[config.mk]
export PLATFORM = sky130hd
export DESIGN_NAME = enemy_spawn_sched
export DESIGN_NICKNAME = d
export VERILOG_FILES = /design/src/rtl/enemy_spawn_sched_pkg.sv /design/src/rtl/enemy_spawn_sched_slot_finder.sv /design/src/rtl/enemy_spawn_sched.sv
export SDC_FILE = /design/constraint.sdc
export NUM_CORES = 1
export LEC_CHECK = 0
export CORE_UTILIZATION = 45
export DETAILED_ROUTE_END_ITERATION = 6
export PLACE_DENSITY_LB_ADDON = 0.12
export RECOVER_POWER = 50
export SYNTH_ARGS = -nofsm -noshare
export SYNTH_HDL_FRONTEND = slang
export SYNTH_SLANG_ARGS = --single-unit
[constraint.sdc]
create_clock -name clk_vga -period 5.7 [get_ports clk_vga]
set_input_delay 0.855 -clock clk_vga [delete_from_list [all_inputs] [get_ports clk_vga]]
set_output_delay 0.855 -clock clk_vga [all_outputs]
set_load 0.03 [all_outputs]
[src/rtl/enemy_spawn_sched_pkg.sv]
// ---------------------------------------------------------------------------
// enemy_spawn_sched_pkg
//   Shared constants for the enemy spawn scheduler: default geometry, spawn
//   periods, global enemy cap, difficulty ramp length, class ids, FSM state
//   codes and two small helpers (mod-3 class arithmetic, ramped reload).
//   No ports.
// ---------------------------------------------------------------------------
package enemy_spawn_sched_pkg;

    localparam int ENEMY_SPAWN_NUM_SLOTS   = 8;
    localparam int ENEMY_SPAWN_SLOT_BW     = 3;
    localparam int ENEMY_SPAWN_X_BW        = 9;
    localparam int ENEMY_SPAWN_X_RANGE     = 400;
    localparam int ENEMY_SPAWN_RAND_W      = 10;
    localparam int ENEMY_SPAWN_PERIOD0     = 30;
    localparam int ENEMY_SPAWN_PERIOD1     = 90;
    localparam int ENEMY_SPAWN_PERIOD2     = 240;
    localparam int ENEMY_SPAWN_MAX_ACTIVE  = 12;
    localparam int ENEMY_SPAWN_RAMP_FRAMES = 1800;

    // Class ids (enemy1/2/3)
    localparam logic [1:0] CLS_ENEMY1 = 2'd0;
    localparam logic [1:0] CLS_ENEMY2 = 2'd1;
    localparam logic [1:0] CLS_ENEMY3 = 2'd2;

    // FSM state codes
    localparam logic [1:0] S_IDLE = 2'd0;
    localparam logic [1:0] S_ARB  = 2'd1;
    localparam logic [1:0] S_FIRE = 2'd2;

    // (a + b) mod 3 for class ids a, b in 0..2
    function automatic logic [1:0] cls_add(input logic [1:0] a, input logic [1:0] b);
        logic [2:0] s;
        s = {1'b0, a} + {1'b0, b};
        if (s >= 3'd3) begin
            s = s - 3'd3;
        end else begin
            s = s;
        end
        return 2'(s);
    endfunction

    // Period shortened by the difficulty level, never below one frame
    function automatic logic [7:0] reload_of(input logic [7:0] period, input logic [1:0] lvl);
        logic [7:0] r;
        r = period >> lvl;
        if (r == 8'd0) begin
            r = 8'd1;
        end else begin
            r = r;
        end
        return r;
    endfunction

endpackage

[src/rtl/enemy_spawn_sched_slot_finder.sv]
// ---------------------------------------------------------------------------
// enemy_spawn_sched_slot_finder
//   Combinational lowest-free-slot search over one class's free mask.
//   Ports:
//     free_i  in  NUM_SLOTS  1 = slot free
//     found_o out 1          at least one slot free
//     idx_o   out SLOT_BW    lowest free slot index (0 when none free)
// ---------------------------------------------------------------------------
module enemy_spawn_sched_slot_finder
    import enemy_spawn_sched_pkg::*;
#(
    parameter int NUM_SLOTS = ENEMY_SPAWN_NUM_SLOTS,
    parameter int SLOT_BW   = ENEMY_SPAWN_SLOT_BW
) (
    input  logic [NUM_SLOTS-1:0] free_i,
    output logic                 found_o,
    output logic [SLOT_BW-1:0]   idx_o
);

    // Scan high to low so the last hit written is the lowest free index
    always_comb begin
        found_o = |free_i;
        idx_o   = '0;
        for (int i = NUM_SLOTS - 1; i >= 0; i--) begin
            if (free_i[i]) begin
                idx_o = SLOT_BW'(i);
            end else begin
                idx_o = idx_o;
            end
        end
    end

endmodule

[src/rtl/enemy_spawn_sched.sv]
// ---------------------------------------------------------------------------
// enemy_spawn_sched
//   Central spawn scheduler for the three enemy classes (clk_vga domain).
//   Once per frame (v_sync rising edge) it ages the per-class period
//   counters and grants at most one spawn, round-robin among expired classes
//   that have a free slot while the global enemy count is below the cap.
//   The spawn pulse appears on trigger_o three clocks after the v_sync edge.
//   Optional difficulty ramp: define ENEMY_SPAWN_RAMP_EN to raise level_o
//   every RAMP_FRAMES enabled frames and shorten the reload periods.
//   Ports:
//     clk_vga        in  1            pixel clock
//     rst            in  1            asynchronous, active-high reset
//     en_i           in  1            game running
//     v_sync_i       in  1            frame sync (clk_vga synchronous)
//     rand_i         in  RAND_W       LFSR value, source of x position
//     disappear_i    in  3*NUM_SLOTS  1 = slot free; class c at [c*NUM_SLOTS +: NUM_SLOTS]
//     trigger_o      out 3            one-hot one-cycle spawn pulse
//     trigger_idx_o  out SLOT_BW      spawned slot, held between pulses
//     trigger_x_o    out X_BW         spawn x origin, held between pulses
//     active_cnt_o   out 5            visible enemy count (combinational)
//     level_o        out 2            difficulty level
// ---------------------------------------------------------------------------
module enemy_spawn_sched
    import enemy_spawn_sched_pkg::*;
#(
    parameter int NUM_SLOTS   = ENEMY_SPAWN_NUM_SLOTS,
    parameter int SLOT_BW     = ENEMY_SPAWN_SLOT_BW,
    parameter int X_BW        = ENEMY_SPAWN_X_BW,
    parameter int X_RANGE     = ENEMY_SPAWN_X_RANGE,
    parameter int RAND_W      = ENEMY_SPAWN_RAND_W,
    parameter int PERIOD0     = ENEMY_SPAWN_PERIOD0,
    parameter int PERIOD1     = ENEMY_SPAWN_PERIOD1,
    parameter int PERIOD2     = ENEMY_SPAWN_PERIOD2,
    parameter int MAX_ACTIVE  = ENEMY_SPAWN_MAX_ACTIVE
`ifdef ENEMY_SPAWN_RAMP_EN
   ,parameter int RAMP_FRAMES = ENEMY_SPAWN_RAMP_FRAMES
`endif
) (
    input  logic                   clk_vga,
    input  logic                   rst,
    input  logic                   en_i,
    input  logic                   v_sync_i,
    input  logic [RAND_W-1:0]      rand_i,
    input  logic [3*NUM_SLOTS-1:0] disappear_i,
    output logic [2:0]             trigger_o,
    output logic [SLOT_BW-1:0]     trigger_idx_o,
    output logic [X_BW-1:0]        trigger_x_o,
    output logic [4:0]             active_cnt_o,
    output logic [1:0]             level_o
);

    function automatic logic [7:0] period_of(input logic [1:0] cls);
        case (cls)
            CLS_ENEMY1: period_of = 8'(PERIOD0);
            CLS_ENEMY2: period_of = 8'(PERIOD1);
            CLS_ENEMY3: period_of = 8'(PERIOD2);
            default:    period_of = 8'(PERIOD0);
        endcase
    endfunction

    logic [1:0]         state_q, state_d;
    logic [2:0][7:0]    cnt_q, cnt_d;
    logic [1:0]         rr_q, rr_d;
    logic [1:0]         cls_q, cls_d;
    logic [SLOT_BW-1:0] slot_q, slot_d;
    logic [X_BW-1:0]    x_q, x_d;
    logic [2:0]         trig_q, trig_d;
    logic [SLOT_BW-1:0] idx_q, idx_d;
    logic [X_BW-1:0]    xo_q, xo_d;
    logic               v_sync_q;

    logic               frame_tick_s;
    logic [4:0]         act_s;
    logic [2:0]         req_s;
    logic               gnt_found_s;
    logic [1:0]         gnt_cls_s;
    logic [1:0]         cand_s;
    logic [NUM_SLOTS-1:0] gnt_mask_s;
    logic               slot_found_s;
    logic [SLOT_BW-1:0] slot_idx_s;
    logic [RAND_W-1:0]  x_wrap_s;
    logic [1:0]         level_s;

    assign frame_tick_s = v_sync_i & ~v_sync_q;

    // Count visible enemies (busy slots) across all classes
    always_comb begin
        act_s = 5'd0;
        for (int i = 0; i < 3 * NUM_SLOTS; i++) begin
            act_s = act_s + {4'd0, ~disappear_i[i]};
        end
    end

    assign active_cnt_o = act_s;

    // A class requests when its period expired, it has a free slot and the cap allows
    always_comb begin
        for (int c = 0; c < 3; c++) begin
            req_s[c] = (cnt_q[c] == 8'd0) && (|disappear_i[c*NUM_SLOTS +: NUM_SLOTS])
                       && (act_s < 5'(MAX_ACTIVE));
        end
    end

    // Round-robin pick: first requester at or after rr_q
    always_comb begin
        gnt_found_s = 1'b0;
        gnt_cls_s   = rr_q;
        cand_s      = rr_q;
        for (int k = 0; k < 3; k++) begin
            cand_s = cls_add(rr_q, 2'(k));
            if (!gnt_found_s && req_s[cand_s]) begin
                gnt_found_s = 1'b1;
                gnt_cls_s   = cand_s;
            end else begin
                gnt_found_s = gnt_found_s;
            end
        end
    end

    assign gnt_mask_s = disappear_i[gnt_cls_s*NUM_SLOTS +: NUM_SLOTS];

    enemy_spawn_sched_slot_finder #(
        .NUM_SLOTS (NUM_SLOTS),
        .SLOT_BW   (SLOT_BW)
    ) u_slot_finder (
        .free_i  (gnt_mask_s),
        .found_o (slot_found_s),
        .idx_o   (slot_idx_s)
    );

    // rand_i < 2*X_RANGE, so a single subtract reduces it mod X_RANGE
    assign x_wrap_s = (rand_i >= RAND_W'(X_RANGE)) ? (rand_i - RAND_W'(X_RANGE)) : rand_i;

`ifdef ENEMY_SPAWN_RAMP_EN
    localparam int FC_W = $clog2(RAMP_FRAMES + 1);

    logic [FC_W-1:0] frame_cnt_q, frame_cnt_d;
    logic [1:0]      level_q, level_d;

    // Difficulty ramp: one level per RAMP_FRAMES enabled frames, saturating at 3
    always_comb begin
        frame_cnt_d = frame_cnt_q;
        level_d     = level_q;
        if (frame_tick_s && en_i) begin
            if (frame_cnt_q == FC_W'(RAMP_FRAMES - 1)) begin
                frame_cnt_d = '0;
                level_d     = (level_q == 2'd3) ? 2'd3 : (level_q + 2'd1);
            end else begin
                frame_cnt_d = frame_cnt_q + FC_W'(1);
            end
        end else begin
            frame_cnt_d = frame_cnt_q;
        end
    end

    // Ramp registers
    always_ff @(posedge clk_vga or posedge rst) begin
        if (rst) begin
            frame_cnt_q <= '0;
            level_q     <= 2'd0;
        end else begin
            frame_cnt_q <= frame_cnt_d;
            level_q     <= level_d;
        end
    end

    assign level_s = level_q;
`else
    assign level_s = 2'd0;
`endif

    assign level_o = level_s;

    // Scheduler FSM: age counters on a frame tick, arbitrate, then fire
    always_comb begin
        state_d = state_q;
        cnt_d   = cnt_q;
        rr_d    = rr_q;
        cls_d   = cls_q;
        slot_d  = slot_q;
        x_d     = x_q;
        trig_d  = 3'b000;
        idx_d   = idx_q;
        xo_d    = xo_q;
        case (state_q)
            S_IDLE: begin
                if (frame_tick_s && en_i) begin
                    for (int c = 0; c < 3; c++) begin
                        if (cnt_q[c] != 8'd0) begin
                            cnt_d[c] = cnt_q[c] - 8'd1;
                        end else begin
                            cnt_d[c] = 8'd0;
                        end
                    end
                    state_d = S_ARB;
                end else begin
                    state_d = S_IDLE;
                end
            end
            S_ARB: begin
                if (en_i && gnt_found_s && slot_found_s) begin
                    cls_d   = gnt_cls_s;
                    slot_d  = slot_idx_s;
                    x_d     = X_BW'(x_wrap_s);
                    state_d = S_FIRE;
                end else begin
                    state_d = S_IDLE;
                end
            end
            S_FIRE: begin
                if (en_i) begin
                    trig_d[cls_q] = 1'b1;
                    idx_d         = slot_q;
                    xo_d          = x_q;
                    cnt_d[cls_q]  = reload_of(period_of(cls_q), level_s);
                    rr_d          = cls_add(cls_q, 2'd1);
                end else begin
                    trig_d = 3'b000;
                end
                state_d = S_IDLE;
            end
            default: begin
                state_d = S_IDLE;
            end
        endcase
    end

    // Scheduler registers
    always_ff @(posedge clk_vga or posedge rst) begin
        if (rst) begin
            state_q            <= S_IDLE;
            cnt_q[CLS_ENEMY1]  <= period_of(CLS_ENEMY1);
            cnt_q[CLS_ENEMY2]  <= period_of(CLS_ENEMY2);
            cnt_q[CLS_ENEMY3]  <= period_of(CLS_ENEMY3);
            rr_q               <= CLS_ENEMY1;
            cls_q              <= CLS_ENEMY1;
            slot_q             <= '0;
            x_q                <= '0;
            trig_q             <= 3'b000;
            idx_q              <= '0;
            xo_q               <= '0;
            v_sync_q           <= 1'b0;
        end else begin
            state_q  <= state_d;
            cnt_q    <= cnt_d;
            rr_q     <= rr_d;
            cls_q    <= cls_d;
            slot_q   <= slot_d;
            x_q      <= x_d;
            trig_q   <= trig_d;
            idx_q    <= idx_d;
            xo_q     <= xo_d;
            v_sync_q <= v_sync_i;
        end
    end

    assign trigger_o     = trig_q;
    assign trigger_idx_o = idx_q;
    assign trigger_x_o   = xo_q;

endmodule

Word-level counts from Yosys, hierarchy flattened
Index checks and enable logic that the tools add are counted.
Word-level totals
  output and inout port bits: 22
  flip-flop bits (word level): 58
  input port bits: 38
  logic and storage cells: 167
Cells by class
  reduce and logical (&&, ||, !) cells: 30
  bitwise gates (word level): 26
  eq/ne operators: 6
  mux-type cells: 47
  shift-type cells: 1
  $lt $le $gt $ge: 11
  add/sub/neg operators: 34
Operator list (number)
  adder 5 x 1 -> 5 bit: 19
  2-to-1 mux 8 bit: 9
  2-to-1 mux 24 bit: 2
  one-hot mux 24 bit (2 select lines): 1
  logical NOT 8 bit: 4
  OR reduction 8 bit: 4
  2-to-1 mux 3 bit: 10
  NOT 1 bit: 25
  bitwise mux 24 bit: 1
  nonzero test 8 bit: 3
  variable part select 24 x 6 -> 8 bit: 1
  subtractor 8 x 1 -> 8 bit (second input constant): 3
  demux 8 bit (select 2 bit): 1
  2-to-1 mux 2 bit: 8
  one-hot mux 8 bit (2 select lines): 1
  logical AND 1 bit: 12
  less-than comparator 2 x 3 -> 1 bit (second input constant): 4
  >= comparator 10 x 9 -> 1 bit (second input constant): 1
  >= comparator 3 x 2 -> 1 bit (second input constant): 3
  2-to-1 mux 9 bit: 1
  subtractor 9 bit (second input constant): 1
  2-to-1 mux 1 bit: 8
  subtractor 2 bit (second input constant): 4
  adder 2 x 1 -> 3 bit (second input constant): 2
  20 further kinds: 27

Depth between registers and ports, before layout
  depth after elaboration: 44
  depth in mapped cells: 22

By module
A second synthesis with hierarchy kept.
Second synthesis, totals
  cells, all modules: 447
  area, all modules: 4135.2 um^2
By module, submodules not included
  enemy_spawn_sched: sequential area each 1466.4 um^2, times used 1, area each 4053.9 um^2, cells each 434
  enemy_spawn_sched_slot_finder: sequential area each 0.0 um^2, times used 1, area each 81.3 um^2, cells each 13

Least setup slack after synthesis
No wires, ideal clock.
  path type: input to register
  start point: input port disappear_i[17]
  end point: register cls_q[1]
  library setup time: 0.125 ns
  slack: -0.882 ns
  arrival: 6.457 ns
  stages on the path: 20
  required time: 5.575 ns
  cells stage by stage: inv_1 > fa_1 > fa_1 > inv_1 > fa_1 > inv_1 > fa_1 > fa_1 > ha_1 > fa_1 > nor4b_1 > nor4_1 > nand2_1 > a211o_1 > a211o_1 > o22a_2 > mux2_4 > a21o_1 > buf_6 > mux2_4
On the way
  cells in the longest elaborated chain, start to end: 23
Ends and longest elaborated chain
  from (decl): RTL line enemy_spawn_sched.sv:44  | input logic [3*NUM_SLOTS-1:0] disappear_i,
  NOT 1 bit: RTL line enemy_spawn_sched.sv:90  | act_s = act_s + {4'd0, ~disappear_i[i]};
  adder 5 x 1 -> 5 bit (7 in series): RTL line enemy_spawn_sched.sv:90
  less-than comparator 5 x 4 -> 1 bit: RTL line enemy_spawn_sched.sv:100  | && (act_s < 5'(MAX_ACTIVE));
  logical AND 1 bit: RTL line enemy_spawn_sched.sv:100
  binary-select mux 1 bit (select 2 bit): RTL line enemy_spawn_sched.sv:111  | if (!gnt_found_s && req_s[cand_s]) begin
  2-to-1 mux 1 bit (not written as such): RTL line enemy_spawn_sched.sv:111
  2-to-1 mux 1 bit: RTL line enemy_spawn_sched.sv:111
  logical NOT 1 bit: RTL line enemy_spawn_sched.sv:111
  logical AND 1 bit: RTL line enemy_spawn_sched.sv:111
  2-to-1 mux 1 bit: RTL line enemy_spawn_sched.sv:111
  logical NOT 1 bit: RTL line enemy_spawn_sched.sv:111
  logical AND 1 bit: RTL line enemy_spawn_sched.sv:111
  2-to-1 mux 2 bit: RTL line enemy_spawn_sched.sv:111
  variable part select 24 x 6 -> 8 bit: RTL line enemy_spawn_sched.sv:120  | assign gnt_mask_s = disappear_i[gnt_cls_s*NUM_SLOTS +: NUM_SLOTS];
  OR reduction 8 bit: RTL line enemy_spawn_sched_slot_finder.sv:22  | found_o = |free_i;
  logical AND 1 bit: RTL line enemy_spawn_sched.sv:201  | if (en_i && gnt_found_s && slot_found_s) begin
  AND reduction 2 bit (no line)
  to (signal assigned): RTL line enemy_spawn_sched.sv:247  | cls_q <= cls_d;
  to (decl): RTL line enemy_spawn_sched.sv:64  | logic [1:0] cls_q, cls_d;
Several ways; a longest one is shown, not always the timed one. The select of a mux whose other input is x is not followed.
A chain may end at the register's enable or synchronous reset.

Worst setup path after layout
  start point: input port disappear_i[19]
  end point: register x_q[3]
On the way
  cells in the longest elaborated chain, start to end: 21
Ends and longest elaborated chain
  NOT 1 bit: RTL line enemy_spawn_sched.sv:90
  adder 5 x 1 -> 5 bit (5 in series): RTL line enemy_spawn_sched.sv:90
  less-than comparator 5 x 4 -> 1 bit: RTL line enemy_spawn_sched.sv:100
  logical AND 1 bit: RTL line enemy_spawn_sched.sv:100
  binary-select mux 1 bit (select 2 bit): RTL line enemy_spawn_sched.sv:111
  2-to-1 mux 1 bit (not written as such): RTL line enemy_spawn_sched.sv:111
  2-to-1 mux 1 bit: RTL line enemy_spawn_sched.sv:111
  logical NOT 1 bit: RTL line enemy_spawn_sched.sv:111
  logical AND 1 bit: RTL line enemy_spawn_sched.sv:111
  2-to-1 mux 1 bit: RTL line enemy_spawn_sched.sv:111
  logical NOT 1 bit: RTL line enemy_spawn_sched.sv:111
  logical AND 1 bit: RTL line enemy_spawn_sched.sv:111
  2-to-1 mux 2 bit: RTL line enemy_spawn_sched.sv:111
  variable part select 24 x 6 -> 8 bit: RTL line enemy_spawn_sched.sv:120
  OR reduction 8 bit: RTL line enemy_spawn_sched_slot_finder.sv:22
  logical AND 1 bit (*): RTL line enemy_spawn_sched.sv:201
  AND reduction 2 bit (no line) (*)
  to (signal assigned): RTL line enemy_spawn_sched.sv:238  | x_q <= '0;
  to (signal assigned): RTL line enemy_spawn_sched.sv:249  | x_q <= x_d;
  to (decl): RTL line enemy_spawn_sched.sv:66  | logic [X_BW-1:0] x_q, x_d;
Every way passes the cells marked *; elsewhere a longest branch is shown, timed or not. The select of a mux whose other input is x is not followed.

==> impl_results.md <==
* PwrDens at 572 nW/um^2
* Status: finished, violations left
* Area grow syn2layout at 33.6%
* RSZ-0062 raised after global routing: true
* Mean post-synth cell area at 9.34 um^2
* Synth top area share at 27.2%
* Synth top area cells: dfrtp_1, fa_1, dfstp_2, ha_1, inv_1
* Reg clk slew, reported paths at 0.07 ns
* Yosys warns at 0
* First-pass iteration count of the detailed router at 5
* Max Buffers Root-to-Sink at 2
* Starting Density at a little under half
* Async S/R FF share, synth at 100%
* Chip Height at 98.9 um
* Largest net degree at the start of global routing at 59
* Final WS setup at -0.679 ns
* Worst path most repeated cell: fa_1
* FF-to-FF End: x_q[3]
* DR vias/cell at 5.59
* Clk Tree Root Cell: clkbuf_8
* Number of synthesized flops with an enable pin at 0
* Max cap viols at 1
* IO buf count at 57
* Core area at ~9200 um^2
* All-layer global routing usage at 22.1%
* Finish-stage setup viols at 16
* Top_reg_cell synth: dfrtp_1
* Min Clock Period, post-route at 6.38 ns
* FP Rows at 35
* Critical Path End Type: flip-flop
* Skew final at 0.0165 ns
* TNS Setup at -8.78 ns
* WP data required at between 5 and 6 ns
* Grt ovf at 0
* Die X-Extent at 98.9 um
* Hold EP: trigger_x_o[6]
* Worst Tran Pin Value at 3.04 ns
* Slew Viols, Final at 59
* Hold Slack at 0.493 ns
* WS Path Type: in2reg
* Final ANT Viol Nets at 0
* Total CTS buffers at 9
* Crit share post-route at 112%
* DR WL/cell at 15.6 um
* Seq/Total Area, Yosys at 34.7%
* Startpoint Class: primary input
* Die area at 9790 um^2
* WL final at 10600 um
* R2R Path Start: cnt_q[16]
* Clk sink count at a little under 60
* Clock latency on the worst-skew pair at 0.34 ns
* DP HPWL at 7780 um
* Slowest stage delay, CP at 0.56 ns
* Diodes inserted at 0
* Starting DRC count in detailed routing at 128
* Setup WS pre-CTS at -1.44 ns
* Leakage Power at 0.00259 uW
* Mapped Area at 4230 um^2
* DRC at 0
* Cell with the most instances after synthesis: inv_1
* H-tree depth at 3
* Worst hold start: trigger_x_o[6]
* HP Class: reg2reg
* Worst vdd ir at 0.000730 V
* Slew headroom at -103%
* Vias in the first global route at 3658
* Fin nets at 636
* Cell chain of the critical path: buf_8, inv_4, fa_1, fa_2, inv_2, fa_1, inv_2, fa_1, fa_1, ha_2, fa_2, nor4bb_4, nor4_2, nand2_2, a211o_1, a211o_1, o22a_2, mux2_4, a21o_1, buf_12, buf_8, mux2_4
* Hold Vio Cnt, Final at 0
* Number of synthesized register bits at 58
* Gate Count Post-Synth at 453
* Global-route wire length before repair at between 15000 and 20000 um
* Worst r2r path cells at 13
* Critical-path top delay cell: fa_2
* Post-synth top cells: inv_1, dfrtp_1, nor2_1
* Synth area leader: dfrtp_1
* Fmax at about 0.16 GHz
* Hold Path Depth at 2
* Worst-path maximum fanout at 6
* Failing checks: max-capacitance violations, max-slew violations, negative setup slack
* Share of cells above drive strength 1 at 28.6%
* Top Ports at 60
* CP arrival at 6.60 ns
* R2r setup slk at roughly 1.6 ns
* CTS tree: built
* Initial antenna violation count at 0
* Final GP Congestion at approximately 0.83
* Via Count at between 3000 and 4000
* Distinct cells, synth at 67
## sequential cells by signal, indices dropped and copies added, names as in the netlist
signal	count
cls_q	2
v_sync_q	1
rr_q	2
trigger_idx_o	3
trigger_o	3
trigger_x_o	9
slot_q	3
x_q	9
cnt_q	24
state_q	2
## worst max-delay path by stage
stage                                from   endpoint  slack [ns]  depth (start not counted)
after detailed placement  disappear_i[21]     x_q[7]       -1.44                         23
after floorplan            disappear_i[0]   cls_q[1]       -0.72                         18
after global placement    disappear_i[21]  slot_q[0]       -1.32                         22
after global routing      disappear_i[19]     x_q[3]       -0.84                         23
after CTS                 disappear_i[19]     x_q[5]       -0.75                         22
final                     disappear_i[19]     x_q[3]       -0.68                         22
## power by group
| group | internal [uW] | switching (uW) | leakage, uW |
|---|---|---|---|
| clock network | 169 | 176 | 0.0000847 |
| logic | 1080 | 1110 | 0.00177 |
| registers | 575 | 126 | 0.000730 |
| total | 1820 | 1410 | 0.00259 |
## worst max-delay path, delay by kind of cell
family                   cells  cell delay, ns
adder cells (fa/ha/maj)      7            3.04
buffers and inverters        6            0.46
AO/OA/AOI/OAI                4            0.98
multiplexers                 2            0.60
AND/OR/NAND/NOR              3            0.66
## per-layer routing
layer	wire [um]	up-vias	share of wire, %	GRT usage, %
li1	-	1853	-	-
met1	4880	1846	46	29.8
met2	5300	92	50	37.3
met3	329	9	3.1	3.26
met4	79	0	0.75	5.74
met5	0	-	0	0
## metrics by stage
| stage | instances | total power (uW) | instance area (um^2) | utilization (%) |
|---|---|---|---|---|
| final | 680 | 3230 | 5650 | 61.7 |
| after global routing | 680 | 3460 | 5650 | 61.7 |
| after CTS | 673 | 2930 | 5470 | 59.7 |
| after detailed placement | 649 | 2470 | 5180 | 56.7 |
| after global placement | 649 | 2440 | 5180 | 56.7 |
| after floorplan | 454 | 1850 | 4240 | - |
## cell usage in the layout (no fill, tap or decap), drive strengths merged, types with 3 or more instances in the layout
cell type and n:
a31oi 5, nor2 43, o22ai 3, mux2i 7, fa 17, xnor2 4, nand2 19, o31ai 3
dfrtp 46, a211o 7, o22a 3, nand4 3, or4b 6, o21ai 39, nor3 19, nor4 12
inv 56, dfstp 12, or3 9, clkdlybuf4s50 38, clkinv 3, a211oi 5, a21oi 14, o41ai 3
clkbuf 13, a21o 6, buf 65, o311ai 3, nor4b 4, ha 17, mux2 25, nand3 13
clkinvlp 3, xor2 3
## cell type report
| type | instances | area, um^2 |
|---|---|---|
| inverters | 56 | 213 |
| flip-flops and latches | 58 | 1470 |
| clock buffers | 10 | 138 |
| multi-input cells | 327 | 2630 |
| repair buffers | 112 | 1020 |
| well taps | 111 | 139 |
| clock inverters | 6 | 41.3 |
| fillers | 799 | 3500 |
## timing repair
| action | CTS | global route |
|---|---|---|
| pin swaps | 22 | 12 |
| setup endpoints to repair | 18 | 17 |
| hold buffers | 0 | 0 |
| buffers inserted | 9 | 7 |
| cloned | 0 | 1 |
| resized for setup | 70 | 28 |
| hold endpoints to repair | 0 | 0 |
## cell families (layout without fill, tap and decap cells)
kind of cell,after synthesis,count (layout),synth area share (%)
and+or+nand+nor,141,141,17.2
AOI/OAI and AO/OA,110,110,17.7
buffers and inverters,69,184,6.51
DFF,58,58,34.7
adders and majority gates,35,35,13.3
muxes,32,32,9.11
xor gates and xnor gates,7,7,1.45
other,1,2,0.0887
(Power assumes the default switching activity.)
